### config.mk
export PLATFORM = sky130hd
export DESIGN_NAME = dtm_dot_accum
export DESIGN_NICKNAME = d
export VERILOG_FILES = /design/src/rtl/dtm_dot_accum_pkg.sv /design/src/rtl/dtm_dot_accum_dtm_4bit.sv /design/src/rtl/dtm_dot_accum.sv
export SDC_FILE = /design/constraint.sdc
export NUM_CORES = 1
export LEC_CHECK = 0
export ABC_AREA = 1
export BUFFER_PORTS_ARGS = -buffer_cell sky130_fd_sc_hd__buf_2
export CORE_MARGIN = 2
export CORE_UTILIZATION = 40
export CTS_CLUSTER_DIAMETER = 200
export CTS_CLUSTER_SIZE = 30
export DETAILED_ROUTE_END_ITERATION = 7
export PLACE_DENSITY = 0.59
export SLEW_MARGIN = 40
export SYNTH_ARGS = -nofsm -noshare
export SYNTH_HDL_FRONTEND = slang
export SYNTH_HIERARCHICAL = 1
export SYNTH_SLANG_ARGS = --single-unit
### constraint.sdc
create_clock -name clk -period 2.1 [get_ports clk]
set_input_delay 0.105 -clock clk [delete_from_list [all_inputs] [get_ports clk]]
set_output_delay 0.105 -clock clk [all_outputs]
set_load 0.02 [all_outputs]
### src/rtl/dtm_dot_accum_pkg.sv
// Shared constants and state encoding for the dot-product accumulator and its
// 4x4 Dadda multiplier.
package dtm_dot_accum_pkg;

  localparam int OP_W   = 4;
  localparam int PROD_W = 8;

  typedef enum logic [1:0] {
    ACC   = 2'd0,
    DRAIN = 2'd1,
    DONE  = 2'd2
  } state_e;

endpackage

### src/rtl/dtm_dot_accum_dtm_4bit.sv
// 4x4 unsigned Dadda tree multiplier: 16 partial products reduced to two rows
// (heights 4 -> 3 -> 2), then a single carry-propagate add.
module DTM_4bit
  import dtm_dot_accum_pkg::*;
(
  input  logic [OP_W-1:0]   a_i,
  input  logic [OP_W-1:0]   b_i,
  output logic [PROD_W-1:0] p_o
);

  // pp[i][j] = a[j] & b[i], weight i+j
  logic [3:0][3:0] pp;

  always_comb begin
    for (int i = 0; i < 4; i++) begin
      for (int j = 0; j < 4; j++) begin
        pp[i][j] = a_i[j] & b_i[i];
      end
    end
  end

  // Stage 1: reduce max column height from 4 to 3.
  logic s3a, c4a, s4a, c5a;
  assign s3a = pp[0][3] ^ pp[1][2];
  assign c4a = pp[0][3] & pp[1][2];
  assign s4a = pp[1][3] ^ pp[2][2];
  assign c5a = pp[1][3] & pp[2][2];

  // Stage 2: reduce max column height from 3 to 2.
  logic s2b, c3b, s3b, c4b, s4b, c5b, s5b, c6b;
  assign s2b = pp[0][2] ^ pp[1][1];
  assign c3b = pp[0][2] & pp[1][1];
  assign s3b = s3a ^ pp[2][1] ^ pp[3][0];
  assign c4b = (s3a & pp[2][1]) | (s3a & pp[3][0]) | (pp[2][1] & pp[3][0]);
  assign s4b = s4a ^ pp[3][1] ^ c4a;
  assign c5b = (s4a & pp[3][1]) | (s4a & c4a) | (pp[3][1] & c4a);
  assign s5b = pp[2][3] ^ pp[3][2] ^ c5a;
  assign c6b = (pp[2][3] & pp[3][2]) | (pp[2][3] & c5a) | (pp[3][2] & c5a);

  logic [PROD_W-1:0] row_x, row_y;
  assign row_x = {1'b0, pp[3][3], s5b, s4b, s3b, s2b, pp[0][1], pp[0][0]};
  assign row_y = {1'b0, c6b, c5b, c4b, c3b, pp[2][0], pp[1][0], 1'b0};
  assign p_o   = row_x + row_y;

endmodule

### src/rtl/dtm_dot_accum.sv
// Streams LEN operand pairs through a DTM_4bit multiplier, accumulates the
// products and presents the dot product on a held valid/ready output.
module dtm_dot_accum
  import dtm_dot_accum_pkg::*;
#(
  parameter int LEN   = 8,
  parameter int ACC_W = 11
) (
  input  logic             clk,
  input  logic             rst,
  input  logic             in_valid,
  output logic             in_ready,
  input  logic [OP_W-1:0]  in_a,
  input  logic [OP_W-1:0]  in_b,
  output logic             out_valid,
  input  logic             out_ready,
  output logic [ACC_W-1:0] out_sum,
  output logic             busy
);

  localparam int              CNT_W = $clog2(LEN + 1);
  localparam logic [CNT_W-1:0] LEN_C = CNT_W'(LEN);

  state_e              state_q, state_d;
  logic [CNT_W-1:0]    cnt_q, cnt_d;
  logic [OP_W-1:0]     s1_a_q, s1_b_q;
  logic                s1_valid_q;
  logic [PROD_W-1:0]   prod;
  logic [PROD_W-1:0]   s2_prod_q;
  logic                s2_valid_q;
  logic [ACC_W-1:0]    acc_q, acc_d;
  logic                in_xfer, out_xfer;

  // in_ready is gated by rst so no pair is offered a handshake during reset.
  assign in_ready  = !rst && (state_q == ACC) && (cnt_q < LEN_C);
  assign out_valid = (state_q == DONE);
  assign out_sum   = acc_q;
  assign busy      = (state_q != ACC) || s1_valid_q || s2_valid_q;
  assign in_xfer   = in_valid && in_ready;
  assign out_xfer  = out_valid && out_ready;

  DTM_4bit u_dtm (
    .a_i (s1_a_q),
    .b_i (s1_b_q),
    .p_o (prod)
  );

  always_comb begin
    // NOTE: every signal driven here gets a default first so no latch is inferred.
    state_d = state_q;
    cnt_d   = cnt_q;
    acc_d   = acc_q;
    if (s2_valid_q) acc_d = acc_q + ACC_W'(s2_prod_q);

    unique case (state_q)
      ACC: begin
        if (in_xfer) begin
          cnt_d = cnt_q + CNT_W'(1);
          if (cnt_d == LEN_C) state_d = DRAIN;
        end
      end
      // Leaving only once both stages are empty guarantees the last add is in acc_q.
      DRAIN: if (!s1_valid_q && !s2_valid_q) state_d = DONE;
      DONE: begin
        if (out_xfer) begin
          acc_d   = '0;
          cnt_d   = '0;
          state_d = ACC;
        end
      end
      default: state_d = ACC;
    endcase
  end

  // NOTE: state uses non-blocking assignments so every register samples pre-edge values.
  // NOTE: all registers, datapath included, clear on reset so a partial vector never leaks.
  always_ff @(posedge clk or posedge rst) begin
    if (rst) begin
      state_q    <= ACC;
      cnt_q      <= '0;
      s1_a_q     <= '0;
      s1_b_q     <= '0;
      s1_valid_q <= 1'b0;
      s2_prod_q  <= '0;
      s2_valid_q <= 1'b0;
      acc_q      <= '0;
    end else begin
      state_q    <= state_d;
      cnt_q      <= cnt_d;
      acc_q      <= acc_d;
      s1_valid_q <= in_xfer;
      s2_valid_q <= s1_valid_q;
      if (in_xfer) begin
        s1_a_q <= in_a;
        s1_b_q <= in_b;
      end
      if (s1_valid_q) s2_prod_q <= prod;
    end
  end

endmodule

**After elaboration in Yosys (flattened, before gate mapping)**

Cells that the tools add are included.

- Memories kept: 0
- Flip-flop bits (word level): 35
- Memory bits (writable): 0
- Word-level logic and storage cells: 88
- ROM bits: 0
- Latch bits: 0

- Multiplexer cells: 11
- Magnitude comparators: 1
- Bitwise operators: 43
- Divide/modulo/power cells: 0
- $add $sub $neg: 3
- Shifts and indexed selects: 0
- $mul: 0
- Reductions and logical operators: 15
- Equal/unequal tests: 7

Operator list:

| operator | count |
|---|---|
| $mux 11 | 3 |
| $and 1x1->1 | 28 |
| $add 11x8->11 | 1 |
| $xor 1x1->1 | 9 |
| $add 7x7->8 | 1 |
| $mux 2 | 4 |
| $mux 4 | 2 |
| $pmux 4 s2 | 1 |
| $or 1x1->1 | 6 |
| $pmux 2 s3 | 1 |
| $logic_and 1x1->1 | 5 |
| $add 4x1->4 const B | 1 |
| $eq 4x4->1 const B | 1 |
| $lt 4x4->1 const B | 1 |
| $ne 2x1->1 const B | 2 |
| $ne 2x2->1 const B | 2 |
| $reduce_and 4->1 | 1 |
| $reduce_bool 2->1 | 2 |
| $logic_not 1->1 | 3 |
| $reduce_and 3->1 | 1 |
| $eq 2x1->1 const B | 1 |
| $eq 2x2->1 const B | 1 |
| $logic_not 2->1 | 1 |
| $logic_or 1x1->1 | 2 |

**Longest topological paths before layout**

Gate-level depths: netlist of run 1.

- Depth in word-level cells: 6
- Gate-level depth with buffers: 13

**Hierarchy**

The synthesis of run 1 kept the hierarchy.

By module, submodules not included:

| module | instances | sequential area each (um2) | cells each | area each (um2) |
|---|---|---|---|---|
| dtm_dot_accum | 1 | 875.8 | 245 | 1905.6 |
| DTM_4bit | 1 | 0.0 | 71 | 437.9 |

**Least setup slack after synthesis of run 1**

OpenSTA, ideal clock, no wires.

- Kind: reg2reg
- From: reg s1_b_q[0]
- To: reg s2_prod_q[6]
- Path buffers: 0
- Slack: -0.081 ns
- Stages on the path, launching flop included: 14
- Data arrival time: 2.063 ns
- Data required time: 1.983 ns
- Cells stage by stage: dfrtp_1 > nand2_1 > inv_1 > ha_1 > fa_1 > ha_1 > nand2_1 > nand2_1 > nand2_1 > nand3_1 > nand2_1 > nand2_1 > nand2_1 > nand2_1

- Cells in the longest elaborated chain, start to end: 6

RTL lines:

| what | line | text |
|---|---|---|
| start, declared | dtm_dot_accum.sv:26 | `logic [OP_W-1:0] s1_a_q, s1_b_q;` |
| start signal, assigned | dtm_dot_accum.sv:95 | `s1_b_q <= in_b;` |
| $and 1x1->1 | dtm_dot_accum_dtm_4bit.sv:17 | `pp[i][j] = a_i[j] & b_i[i];` |
| $xor 1x1->1 or $and 1x1->1 (tied branches) | dtm_dot_accum_dtm_4bit.sv:24, dtm_dot_accum_dtm_4bit.sv:25 |  |
| $and 1x1->1, on equally long branches | dtm_dot_accum_dtm_4bit.sv:34, dtm_dot_accum_dtm_4bit.sv:36 |  |
| $or 1x1->1, on equally long branches (2 in a row) | dtm_dot_accum_dtm_4bit.sv:34, dtm_dot_accum_dtm_4bit.sv:36 |  |
| $add 7x7->8 * | dtm_dot_accum_dtm_4bit.sv:43 | `assign p_o = row_x + row_y;` |
| via prod[6] | dtm_dot_accum.sv:28 | `logic [PROD_W-1:0] prod;` |
| end signal, assigned | dtm_dot_accum.sv:97 | `if (s1_valid_q) s2_prod_q <= prod;` |
| end, declared | dtm_dot_accum.sv:29 | `logic [PROD_W-1:0] s2_prod_q;` |

Mark *: on every way through the listed nets, which the timed path passes. The rest lies on a longest branch.
A chain may end at the register's enable or synchronous reset.

**Final worst setup path of run 1**

- From: reg s1_a_q[2]
- To: reg s2_prod_q[6]

- Cells in the longest elaborated chain, start to end: 6

RTL lines:

| what | line | text |
|---|---|---|
| start, declared | dtm_dot_accum.sv:26 |  |
| start signal, assigned | dtm_dot_accum.sv:94 | `s1_a_q <= in_a;` |
| $and 1x1->1 | dtm_dot_accum_dtm_4bit.sv:17 |  |
| $xor 1x1->1 (tied with other cells) | dtm_dot_accum_dtm_4bit.sv:24 | `assign s3a = pp[0][3] ^ pp[1][2];` |
| $and 1x1->1, on equally long branches | dtm_dot_accum_dtm_4bit.sv:34, dtm_dot_accum_dtm_4bit.sv:36, dtm_dot_accum_dtm_4bit.sv:38 |  |
| $or 1x1->1, on equally long branches (2 in a row) | dtm_dot_accum_dtm_4bit.sv:34, dtm_dot_accum_dtm_4bit.sv:36, dtm_dot_accum_dtm_4bit.sv:38 |  |
| $add 7x7->8 * | dtm_dot_accum_dtm_4bit.sv:43 |  |
| via prod[6] | dtm_dot_accum.sv:28 |  |

Marked as above.

==> results of run 1 <==
worst paths after layout:
path | startpoint | endpoint | cells after the start
min in group asynchronous | rst | cnt_q[2]$_DFFE_PP0P_ | 4
max in group asynchronous | rst | s1_b_q[2]$_DFFE_PP0P_ | 4
worst min register to register | cnt_q[2]$_DFFE_PP0P_ | cnt_q[2]$_DFFE_PP0P_ | 1
worst min-delay path | out_ready | state_q[1]$_DFFE_PP0P_ | 2
worst max register to register | s1_a_q[2]$_DFFE_PP0P_ | s2_prod_q[6]$_DFFE_PP0P_ | 13
worst max-delay path | s1_a_q[2]$_DFFE_PP0P_ | s2_prod_q[6]$_DFFE_PP0P_ | 13
power breakdown:
part,switching (mW),internal (mW),leakage [nW],total [mW]
Clock,0.237,0.299,0.0515,0.537
Sequential,0.237,0.941,0.432,1.18
Combinational,1.28,1.00,1.19,2.28
Total,1.75,2.24,1.67,3.99
critical path, delay by kind of cell, from the launching register on:
| kind | cells | cell delay (ns) |
|---|---|---|
| adder cells (fa/ha/maj) | 3 | 1.13 |
| AND/OR/NAND/NOR | 9 | 0.56 |
| flip-flops | 1 | 0.41 |
| buffers and inverters | 1 | 0.04 |
cell type report:
cell class                 instances  area (um2)  share of cell area
multi-input combinational        222        1280               0.462
sequential                        35         876               0.316
timing repair buffer              38         225              0.0813
inverter                          53         199              0.0718
clock buffer                       8         100              0.0361
tap                               72        90.1              0.0325
layout by cell type, fill, tap and decap left out, types with 2 or more instances in the layout:
cell	netlist	routed
sky130_fd_sc_hd__fa_1	5	5
sky130_fd_sc_hd__nor3_1	2	2
sky130_fd_sc_hd__inv_1	50	50
sky130_fd_sc_hd__xor2_1	4	3
sky130_fd_sc_hd__o21ai_2	3	3
sky130_fd_sc_hd__buf_2	3	25
sky130_fd_sc_hd__nand3_2	2	2
sky130_fd_sc_hd__inv_2	2	2
sky130_fd_sc_hd__nor2_1	19	18
sky130_fd_sc_hd__clkbuf_8	0	7
sky130_fd_sc_hd__o21ai_0	5	5
sky130_fd_sc_hd__ha_1	18	15
sky130_fd_sc_hd__nand2_2	2	5
sky130_fd_sc_hd__nor2_2	2	3
sky130_fd_sc_hd__or2_2	2	2
sky130_fd_sc_hd__nand3_1	24	24
sky130_fd_sc_hd__nand3b_1	2	2
sky130_fd_sc_hd__ha_4	0	3
sky130_fd_sc_hd__dfrtp_1	35	35
sky130_fd_sc_hd__a21oi_1	9	9
sky130_fd_sc_hd__buf_4	1	12
sky130_fd_sc_hd__nand2_1	116	113
cell families (layout without fill, tap and decap cells):
family	Yosys count	after routing	synth area share
simple gates	174	174	0.313
fa+ha+maj	23	23	0.139
buf+inv	59	99	0.104
compound gates	19	19	0.0475
xor+xnor	5	5	0.0187
mux	1	1	0.00427
flops	35	35	0.374
registers in the layout (all words and copies together), names as in the netlist:
register    count
s2_prod_q       8
s1_b_q          4
out_sum        11
state_q         2
s1_valid_q      1
cnt_q           4
s1_a_q          4
s2_valid_q      1
through the flow:
| step | TNS (ns) | area, um2 |
|---|---|---|
| 2_1_floorplan | 0 | 2370 |
| 3_3_place_gp | -0.0294 | 2620 |
| 3_5_place_dp | -0.0598 | 2620 |
| 4_1_cts | -0.0833 | 2740 |
| 5_1_grt | -0.882 | 2770 |
| 6_report | -0.142 | 2770 |
per-layer routing:
layer / up-vias / part of all wire
met3: 7 / 0.031
met4: 0 / 0.016
met2: 25 / 0.48
met5: - / 0
met1: 841 / 0.47
li1: 1043 / -
repair_timing:
item	CTS	global route
gates resized for setup	0	6
hold endpoints to repair	35	0
buffers inserted	1	0
hold buffers	1	0
setup endpoints to repair	3	5
pin swaps	0	12
==> flow_summary.html, run 1 <==
<table>
<tr><th>Metric</th><th>Value</th></tr>
<tr><th colspan="2">Detailed routing</th></tr>
<tr><td>Total Wirelength</td><td>4.37 mm</td></tr>
<tr><td>Detailed-route vias per instance</td><td>4.48</td></tr>
<tr><td>Antenna violation net count after detailed routing</td><td>0</td></tr>
<tr><td>Violation count after the first detailed-route iteration</td><td>81</td></tr>
<tr><td>Detailed-route wire length per cell</td><td>10.2 um</td></tr>
<tr><td>Post-route DRC</td><td>0</td></tr>
<tr><td>Number of vias in the routed layout</td><td>1,916</td></tr>
<tr><td>First drt pass iteration count</td><td>4</td></tr>
<tr><th colspan="2">Critical path</th></tr>
<tr><td>Slack of the worst reg-to-reg path</td><td>-0.07 ns</td></tr>
<tr><td>Biggest cell delay along the critical path</td><td>0.51 ns</td></tr>
<tr><td>Critical path capture point type</td><td>flop</td></tr>
<tr><td>Cell occurring most often along the worst timing path</td><td>sky130_fd_sc_hd__nand2_1</td></tr>
<tr><td>Startpoint Class</td><td>flop</td></tr>
<tr><td>Cell at the slowest stage of the critical path</td><td>sky130_fd_sc_hd__fa_1</td></tr>
<tr><td>Path type of the worst setup path</td><td>flop to flop</td></tr>
<tr><td>Arrival @ worst endpoint</td><td>2.40 ns</td></tr>
<tr><td>Critical path fanouts, max</td><td>5</td></tr>
<tr><td>Critical path, cell by cell</td><td>nand2_1 &gt; inv_1 &gt; ha_1 &gt; fa_1 &gt; ha_4 &gt; nand2_2 &gt; nor2_2 &gt; nand2_1 &gt; nand3_1 &gt; nand2_1 &gt; nand2_1 &gt; nand2_1 &gt; nand2_1</td></tr>
<tr><td>Req. time, crit path</td><td>2.33 ns</td></tr>
<tr><th colspan="2">Final layout</th></tr>
<tr><td>Final standard cell count with taps included and fillers excluded</td><td>428</td></tr>
<tr><td>Filler instances</td><td>561</td></tr>
<tr><td>NumNets Final</td><td>390</td></tr>
<tr><td>Synth-to-Final Area Change</td><td>18.2%</td></tr>
<tr><td>Layout Utilization</td><td>0.497</td></tr>
<tr><td>Antenna cells</td><td>0</td></tr>
<tr><td>Fraction of layout instances using a drive strength above 1</td><td>0.185</td></tr>
<tr><th colspan="2">Global route</th></tr>
<tr><td>Maximum number of pins on one net before global-route repair</td><td>36</td></tr>
<tr><td>First-pass GRT wire length</td><td>8.11 mm</td></tr>
<tr><td>Antenna violations before repair</td><td>0</td></tr>
<tr><td>Peak-usage layer in the global routing report</td><td>met2</td></tr>
<tr><td>Global routing usage on met3</td><td>0.0337</td></tr>
<tr><td>Congestion Overflow GR</td><td>0</td></tr>
<tr><td>Number of global-route vias before repair</td><td>1,941</td></tr>
<tr><td>Met2 Resource Use GR</td><td>0.288</td></tr>
<tr><td>Met1 track utilization from global routing</td><td>0.181</td></tr>
<tr><td>GR Util All Layers</td><td>0.160</td></tr>
<tr><th colspan="2">Timing</th></tr>
<tr><td>Tightest hold margin</td><td>0.0141 ns</td></tr>
<tr><td>Worst slew slack as a fraction of its limit</td><td>0.708</td></tr>
<tr><td>Hold Fails Final Rpt</td><td>0</td></tr>
<tr><td>Max Transition Viols Final</td><td>0</td></tr>
<tr><td>Maximum frequency from static timing analysis</td><td>461 MHz</td></tr>
<tr><td>Fin crit share</td><td>1.03</td></tr>
<tr><td>Final setup skew</td><td>0.00685 ns</td></tr>
<tr><td>Unrepaired setup endpoints after global routing</td><td>yes</td></tr>
<tr><td>Finish-stage setup viols</td><td>4</td></tr>
<tr><td>Final setup slack of the worst path</td><td>-0.0711 ns</td></tr>
<tr><td>Min cycle time layout</td><td>2.17 ns</td></tr>
<tr><td>Slew at the pin closest to its max-slew limit</td><td>0.438 ns</td></tr>
<tr><th colspan="2">Floorplanning</th></tr>
<tr><td>Die boundary height</td><td>80.5 um</td></tr>
<tr><td>Die area</td><td>0.00649 mm2</td></tr>
<tr><td>X dimension of the die</td><td>80.5 um</td></tr>
<tr><td>Area of the core region</td><td>0.00557 mm2</td></tr>
<tr><td>Initial Util</td><td>0.420</td></tr>
<tr><td>Io pins</td><td>26</td></tr>
<tr><td>Placement Rows</td><td>27</td></tr>
<tr><th colspan="2">Yosys</th></tr>
<tr><td>Most frequently used flop master after synthesis</td><td>sky130_fd_sc_hd__dfrtp_1</td></tr>
<tr><td>Cells taking the most area after synthesis</td><td>sky130_fd_sc_hd__dfrtp_1 37%, sky130_fd_sc_hd__nand2_1 19%, sky130_fd_sc_hd__ha_1 9.6%, sky130_fd_sc_hd__inv_1 8.0%, sky130_fd_sc_hd__nand3_1 5.1%</td></tr>
<tr><td>Post-Syn Nets</td><td>351</td></tr>
<tr><td>EDFF count, synth</td><td>0</td></tr>
<tr><td>Sequential share of the synthesized area</td><td>0.374</td></tr>
<tr><td>Syn. warnings</td><td>6</td></tr>
<tr><td>Count of unique library cells instantiated by Yosys</td><td>29</td></tr>
<tr><td>Synth async-reset ratio</td><td>1.00</td></tr>
<tr><td>Most area-hungry cell type in the Yosys netlist</td><td>sky130_fd_sc_hd__dfrtp_1</td></tr>
<tr><td>Syn Inst Count</td><td>316</td></tr>
<tr><td>Portion of synthesized cell area occupied by the leading cell type</td><td>0.374</td></tr>
<tr><td>Most common cell in the synthesized netlist</td><td>sky130_fd_sc_hd__nand2_1</td></tr>
<tr><td>Mapped Area</td><td>0.00234 mm2</td></tr>
<tr><td>Most frequent cells after synthesis</td><td>116 x sky130_fd_sc_hd__nand2_1, 50 x sky130_fd_sc_hd__inv_1, 35 x sky130_fd_sc_hd__dfrtp_1</td></tr>
<tr><td>Syn Area/Cell</td><td>7.42 um2</td></tr>
<tr><td>Number of storage elements in the synthesis netlist</td><td>35</td></tr>
<tr><th colspan="2">Placement</th></tr>
<tr><td>Final Wtd Congestion</td><td>0.754</td></tr>
<tr><td>Sum of net half-perimeters after detailed placement</td><td>3.39 mm</td></tr>
<tr><td>I/O Buffers</td><td>25</td></tr>
<tr><td>Pre-CTS setup slack</td><td>-0.0450 ns</td></tr>
<tr><td>Instance count after placement with tap cells included</td><td>418</td></tr>
<tr><th colspan="2">Status</th></tr>
<tr><td>Outcome</td><td>complete, but fails checks</td></tr>
<tr><td>Violations in the final reports</td><td>setup timing</td></tr>
<tr><th colspan="2">Pwr</th></tr>
<tr><td>PnR Total Power</td><td>3.99 mW</td></tr>
<tr><td>Power per standard cell area</td><td>1440 mW/mm2</td></tr>
<tr><td>Static Leak</td><td>1.67 nW</td></tr>
<tr><td>Worst supply voltage drop on vdd</td><td>681 uV</td></tr>
<tr><th colspan="2">Hold path</th></tr>
<tr><td>Worst hold-check path type</td><td>input port to flop</td></tr>
<tr><th colspan="2">Clock tree</th></tr>
<tr><td>Clock input transition at the sequential cells of the worst setup and hold paths</td><td>0.07 ns</td></tr>
<tr><td>Clock sink count</td><td>35</td></tr>
<tr><td>Library cell used as clock root buffer</td><td>sky130_fd_sc_hd__clkbuf_8</td></tr>
<tr><td>Clock buffer depth</td><td>2</td></tr>
<tr><td>H-tree levels</td><td>2</td></tr>
<tr><td>TritonCTS buffer count</td><td>5</td></tr>
<tr><td>TritonCTS clock tree</td><td>built</td></tr>
<tr><td>Latest clock arrival within the worst-skew pair</td><td>0.29 ns</td></tr>
<tr><th colspan="2">Job</th></tr>
<tr><td>Count of maximum capacitance violations</td><td>0</td></tr>
</table>
Power figures use the tool's default switching activity.
==> run 2, diff against run 1 <==
Settings changed: SETUP_SLACK_MARGIN set to 0.3.
==> run 2 against run 1 <==
Net effect:
- the flow still finishes with violations (setup timing)
- worst hold slack better by 0.0010 ns
- register-to-register slack about the same
- sequential power about the same
- clock skew down 0.0027 ns
- clock power down 12%
- die area unchanged
- power up 3.3%
- maximum frequency down 0.42%
- critical path depth down 1
- first-iteration DRC count down 33%
- wire length up 3.8%
- sequential cell count unchanged
- critical path type unchanged
- critical endpoint unchanged
- largest power group unchanged
==> flow_summary.html, run 2 (synthesized netlist as in run 1, its figures left out) <==
<table>
<tr><th>Metric</th><th>Value</th></tr>
<tr><th colspan="2">Detailed routing</th></tr>
<tr><td>Violation count after the first detailed-route iteration</td><td>54</td></tr>
<tr><td>Detailed-route vias per instance</td><td>4.48</td></tr>
<tr><td>Total Wirelength</td><td>4.54 mm</td></tr>
<tr><td>Detailed-route wire length per cell</td><td>10.5 um</td></tr>
<tr><td>Post-route DRC</td><td>0</td></tr>
<tr><td>Number of vias in the routed layout</td><td>1,942</td></tr>
<tr><td>Antenna violation net count after detailed routing</td><td>0</td></tr>
<tr><td>First drt pass iteration count</td><td>4</td></tr>
<tr><th colspan="2">Hold path</th></tr>
<tr><td>Cells on Worst Hold Path</td><td>2</td></tr>
<tr><td>Worst hold-check path type</td><td>input port to flop</td></tr>
<tr><td>Beginning of the worst hold path</td><td>out_ready</td></tr>
<tr><td>End point of the worst hold path</td><td>state_q[1]$_DFFE_PP0P_</td></tr>
<tr><th colspan="2">Timing</th></tr>
<tr><td>Fin crit share</td><td>1.04</td></tr>
<tr><td>Final setup slack of the worst path</td><td>-0.0802 ns</td></tr>
<tr><td>Min cycle time layout</td><td>2.18 ns</td></tr>
<tr><td>Unrepaired setup endpoints after global routing</td><td>yes</td></tr>
<tr><td>Slew at the pin closest to its max-slew limit</td><td>0.448 ns</td></tr>
<tr><td>Max Transition Viols Final</td><td>0</td></tr>
<tr><td>Hold Fails Final Rpt</td><td>0</td></tr>
<tr><td>Finish-stage setup viols</td><td>3</td></tr>
<tr><td>Worst slew slack as a fraction of its limit</td><td>0.701</td></tr>
<tr><td>Maximum frequency from static timing analysis</td><td>459 MHz</td></tr>
<tr><td>Final setup skew</td><td>0.00410 ns</td></tr>
<tr><th colspan="2">Critical path</th></tr>
<tr><td>Depth of the worst register-to-register path</td><td>12</td></tr>
<tr><td>Slack of the worst reg-to-reg path</td><td>-0.08 ns</td></tr>
<tr><td>Worst path buffer plus inverter count</td><td>1</td></tr>
<tr><td>Reg-to-Reg End</td><td>s2_prod_q[6]$_DFFE_PP0P_</td></tr>
<tr><td>First element of the critical path</td><td>s1_a_q[3]$_DFFE_PP0P_</td></tr>
<tr><td>Req. time, crit path</td><td>2.27 ns</td></tr>
<tr><td>Startpoint Class</td><td>flop</td></tr>
<tr><td>Startpoint of the most critical register-to-register path</td><td>s1_a_q[3]$_DFFE_PP0P_</td></tr>
<tr><td>Cell at the slowest stage of the critical path</td><td>sky130_fd_sc_hd__fa_1</td></tr>
<tr><td>Worst path top cell family by delay</td><td>adder cells</td></tr>
<tr><td>Cell occurring most often along the worst timing path</td><td>sky130_fd_sc_hd__nand2_1</td></tr>
<tr><td>Path type of the worst setup path</td><td>flop to flop</td></tr>
<tr><td>Critical path fanouts, max</td><td>4</td></tr>
<tr><td>Critical path capture point type</td><td>flop</td></tr>
<tr><td>Arrival @ worst endpoint</td><td>2.35 ns</td></tr>
<tr><td>Biggest cell delay along the critical path</td><td>0.51 ns</td></tr>
<tr><td>Critical path, cell by cell</td><td>nand2_1 &gt; inv_2 &gt; ha_4 &gt; fa_1 &gt; ha_4 &gt; nand2_2 &gt; nor2_1 &gt; nand2_1 &gt; nand4_1 &gt; nand2_1 &gt; nand2_1 &gt; nand2_1</td></tr>
<tr><th colspan="2">Clock tree</th></tr>
<tr><td>Clock input transition at the sequential cells of the worst setup and hold paths</td><td>0.07 ns</td></tr>
<tr><td>TritonCTS buffer count</td><td>5</td></tr>
<tr><td>H-tree levels</td><td>2</td></tr>
<tr><td>TritonCTS clock tree</td><td>built</td></tr>
<tr><td>Clock buffer depth</td><td>2</td></tr>
<tr><td>Library cell used as clock root buffer</td><td>sky130_fd_sc_hd__clkbuf_8</td></tr>
<tr><td>Clock sink count</td><td>35</td></tr>
<tr><td>Latest clock arrival within the worst-skew pair</td><td>0.28 ns</td></tr>
<tr><th colspan="2">Global route</th></tr>
<tr><td>Maximum number of pins on one net before global-route repair</td><td>36</td></tr>
<tr><td>Antenna violations before repair</td><td>0</td></tr>
<tr><td>Congestion Overflow GR</td><td>0</td></tr>
<tr><td>Number of global-route vias before repair</td><td>1,904</td></tr>
<tr><td>GR Util All Layers</td><td>0.160</td></tr>
<tr><td>First-pass GRT wire length</td><td>8.14 mm</td></tr>
<tr><th colspan="2">Floorplanning</th></tr>
<tr><td>Die boundary height</td><td>80.5 um</td></tr>
<tr><td>Placement Rows</td><td>27</td></tr>
<tr><td>Initial Util</td><td>0.420</td></tr>
<tr><td>Io pins</td><td>26</td></tr>
<tr><td>Area of the core region</td><td>0.00557 mm2</td></tr>
<tr><td>Die area</td><td>0.00649 mm2</td></tr>
<tr><td>X dimension of the die</td><td>80.5 um</td></tr>
<tr><th colspan="2">Placement</th></tr>
<tr><td>I/O Buffers</td><td>25</td></tr>
<tr><td>Final Wtd Congestion</td><td>0.783</td></tr>
<tr><td>Instance count after placement with tap cells included</td><td>417</td></tr>
<tr><td>Sum of net half-perimeters after detailed placement</td><td>3.40 mm</td></tr>
<tr><td>Pre-CTS setup slack</td><td>-0.0707 ns</td></tr>
<tr><th colspan="2">Final layout</th></tr>
<tr><td>Final standard cell count with taps included and fillers excluded</td><td>433</td></tr>
<tr><td>Fraction of layout instances using a drive strength above 1</td><td>0.233</td></tr>
<tr><td>Most frequent cells in the layout</td><td>111 x sky130_fd_sc_hd__nand2_1, 45 x sky130_fd_sc_hd__inv_1, 35 x sky130_fd_sc_hd__dfrtp_1</td></tr>
<tr><td>Layout Utilization</td><td>0.511</td></tr>
<tr><td>Antenna cells</td><td>0</td></tr>
<tr><td>NumNets Final</td><td>395</td></tr>
<tr><td>Register cell area after layout</td><td>876 um2</td></tr>
<tr><td>Filler instances</td><td>559</td></tr>
<tr><td>Flip-flop count of the largest register, all copies and words added</td><td>11</td></tr>
<tr><td>Most common library cell in the layout ignoring fill and taps</td><td>sky130_fd_sc_hd__nand2_1</td></tr>
<tr><td>Synth-to-Final Area Change</td><td>21.5%</td></tr>
<tr><td>Area used by multi-input combinational logic</td><td>0.00132 mm2</td></tr>
<tr><th colspan="2">Pwr</th></tr>
<tr><td>Power per standard cell area</td><td>1450 mW/mm2</td></tr>
<tr><td>Static Leak</td><td>1.67 nW</td></tr>
<tr><td>Worst supply voltage drop on vdd</td><td>609 uV</td></tr>
<tr><td>PnR Total Power</td><td>4.13 mW</td></tr>
<tr><th colspan="2">Job</th></tr>
<tr><td>Count of maximum capacitance violations</td><td>0</td></tr>
<tr><th colspan="2">Status</th></tr>
<tr><td>Violations in the final reports</td><td>setup timing</td></tr>
<tr><td>Outcome</td><td>complete, but fails checks</td></tr>
</table>
run 2: cell types whose count changed in the layout (fill, tap and decap cells not counted), moves of 2 or more:
| cell | delta |
|---|---|
| sky130_fd_sc_hd__buf_4 | +2 |
| sky130_fd_sc_hd__clkinv_2 | +3 |
| sky130_fd_sc_hd__inv_1 | -5 |
| sky130_fd_sc_hd__nand2_1 | -2 |
| sky130_fd_sc_hd__a21oi_1 | -2 |
| sky130_fd_sc_hd__nand2_2 | +2 |
| sky130_fd_sc_hd__inv_2 | +5 |
| sky130_fd_sc_hd__buf_6 | +3 |
| sky130_fd_sc_hd__ha_4 | +3 |
| sky130_fd_sc_hd__ha_1 | -4 |
| sky130_fd_sc_hd__clkbuf_8 | -2 |
| sky130_fd_sc_hd__a21oi_2 | +2 |
run 2: area by class of cell:
cell class	instances	area share
clock inverters	3	0.00527
repair buffers	43	0.0963
well taps	72	0.0316
clock buffers	5	0.0242
flip-flops and latches	35	0.308
inverters	53	0.0699
multi-input cells	222	0.465
run 2: worst reg2reg max path, stage by stage (launching register included):
cell and delay, ns:
sky130_fd_sc_hd__dfrtp_1 0.40, sky130_fd_sc_hd__nand2_1 0.08, sky130_fd_sc_hd__inv_2 0.05, sky130_fd_sc_hd__ha_4 0.23
sky130_fd_sc_hd__fa_1 0.51, sky130_fd_sc_hd__ha_4 0.32, sky130_fd_sc_hd__nand2_2 0.05, sky130_fd_sc_hd__nor2_1 0.11
sky130_fd_sc_hd__nand2_1 0.08, sky130_fd_sc_hd__nand4_1 0.08, sky130_fd_sc_hd__nand2_1 0.06, sky130_fd_sc_hd__nand2_1 0.06
sky130_fd_sc_hd__nand2_1 0.05
run 2: repair_timing:
| item | CTS | global route |
|---|---|---|
| pin swaps | 1 | 13 |
| hold buffers | 1 | 0 |
| resized for setup | 1 | 18 |
| setup buffers | 2 | 5 |
| setup endpoints to repair | 5 | 10 |
| hold endpoints to repair | 35 | 0 |
run 2: per-layer routing:
metal  wire [um]  global-route usage  vias to the layer above  part of all wire
met3         136              0.0337                        4             0.030
li1            -                   -                     1059                 -
met4          37              0.0525                        0            0.0081
met5           0                   0                        -                 0
met1        2130               0.190                      855              0.47
met2        2240               0.286                       24              0.49
run 2: stage by stage:
step / setup TNS (ns) / area [um2] / hold WS, ns
after detailed placement: -0.120 / 2620 / 0.246
final: -0.109 / 2850 / 0.0151
after global routing: -0.609 / 2850 / 0.0147
after floorplan: 0 / 2370 / 0.186
after CTS: -0.134 / 2730 / 0.00226
after global placement: -0.0494 / 2620 / 0.244
run 2: worst max path at each step:
| stage | slack [ns] | depth (start not counted) | to |
|---|---|---|---|
| after floorplan | 0.03 | 12 | s2_prod_q[6]$_DFFE_PP0P_ |
| after global placement | -0.03 | 13 | s2_prod_q[6]$_DFFE_PP0P_ |
| after detailed placement | -0.07 | 12 | s2_prod_q[6]$_DFFE_PP0P_ |
| after CTS | -0.09 | 13 | s2_prod_q[6]$_DFFE_PP0P_ |
| after global routing | -0.20 | 13 | s2_prod_q[6]$_DFFE_PP0P_ |
| final | -0.08 | 12 | s2_prod_q[6]$_DFFE_PP0P_ |
run 2: power by group:
group	switching, mW	internal (mW)	total, mW
clock	0.243	0.227	0.470
sequential	0.236	0.941	1.18
combinational	1.35	1.13	2.48
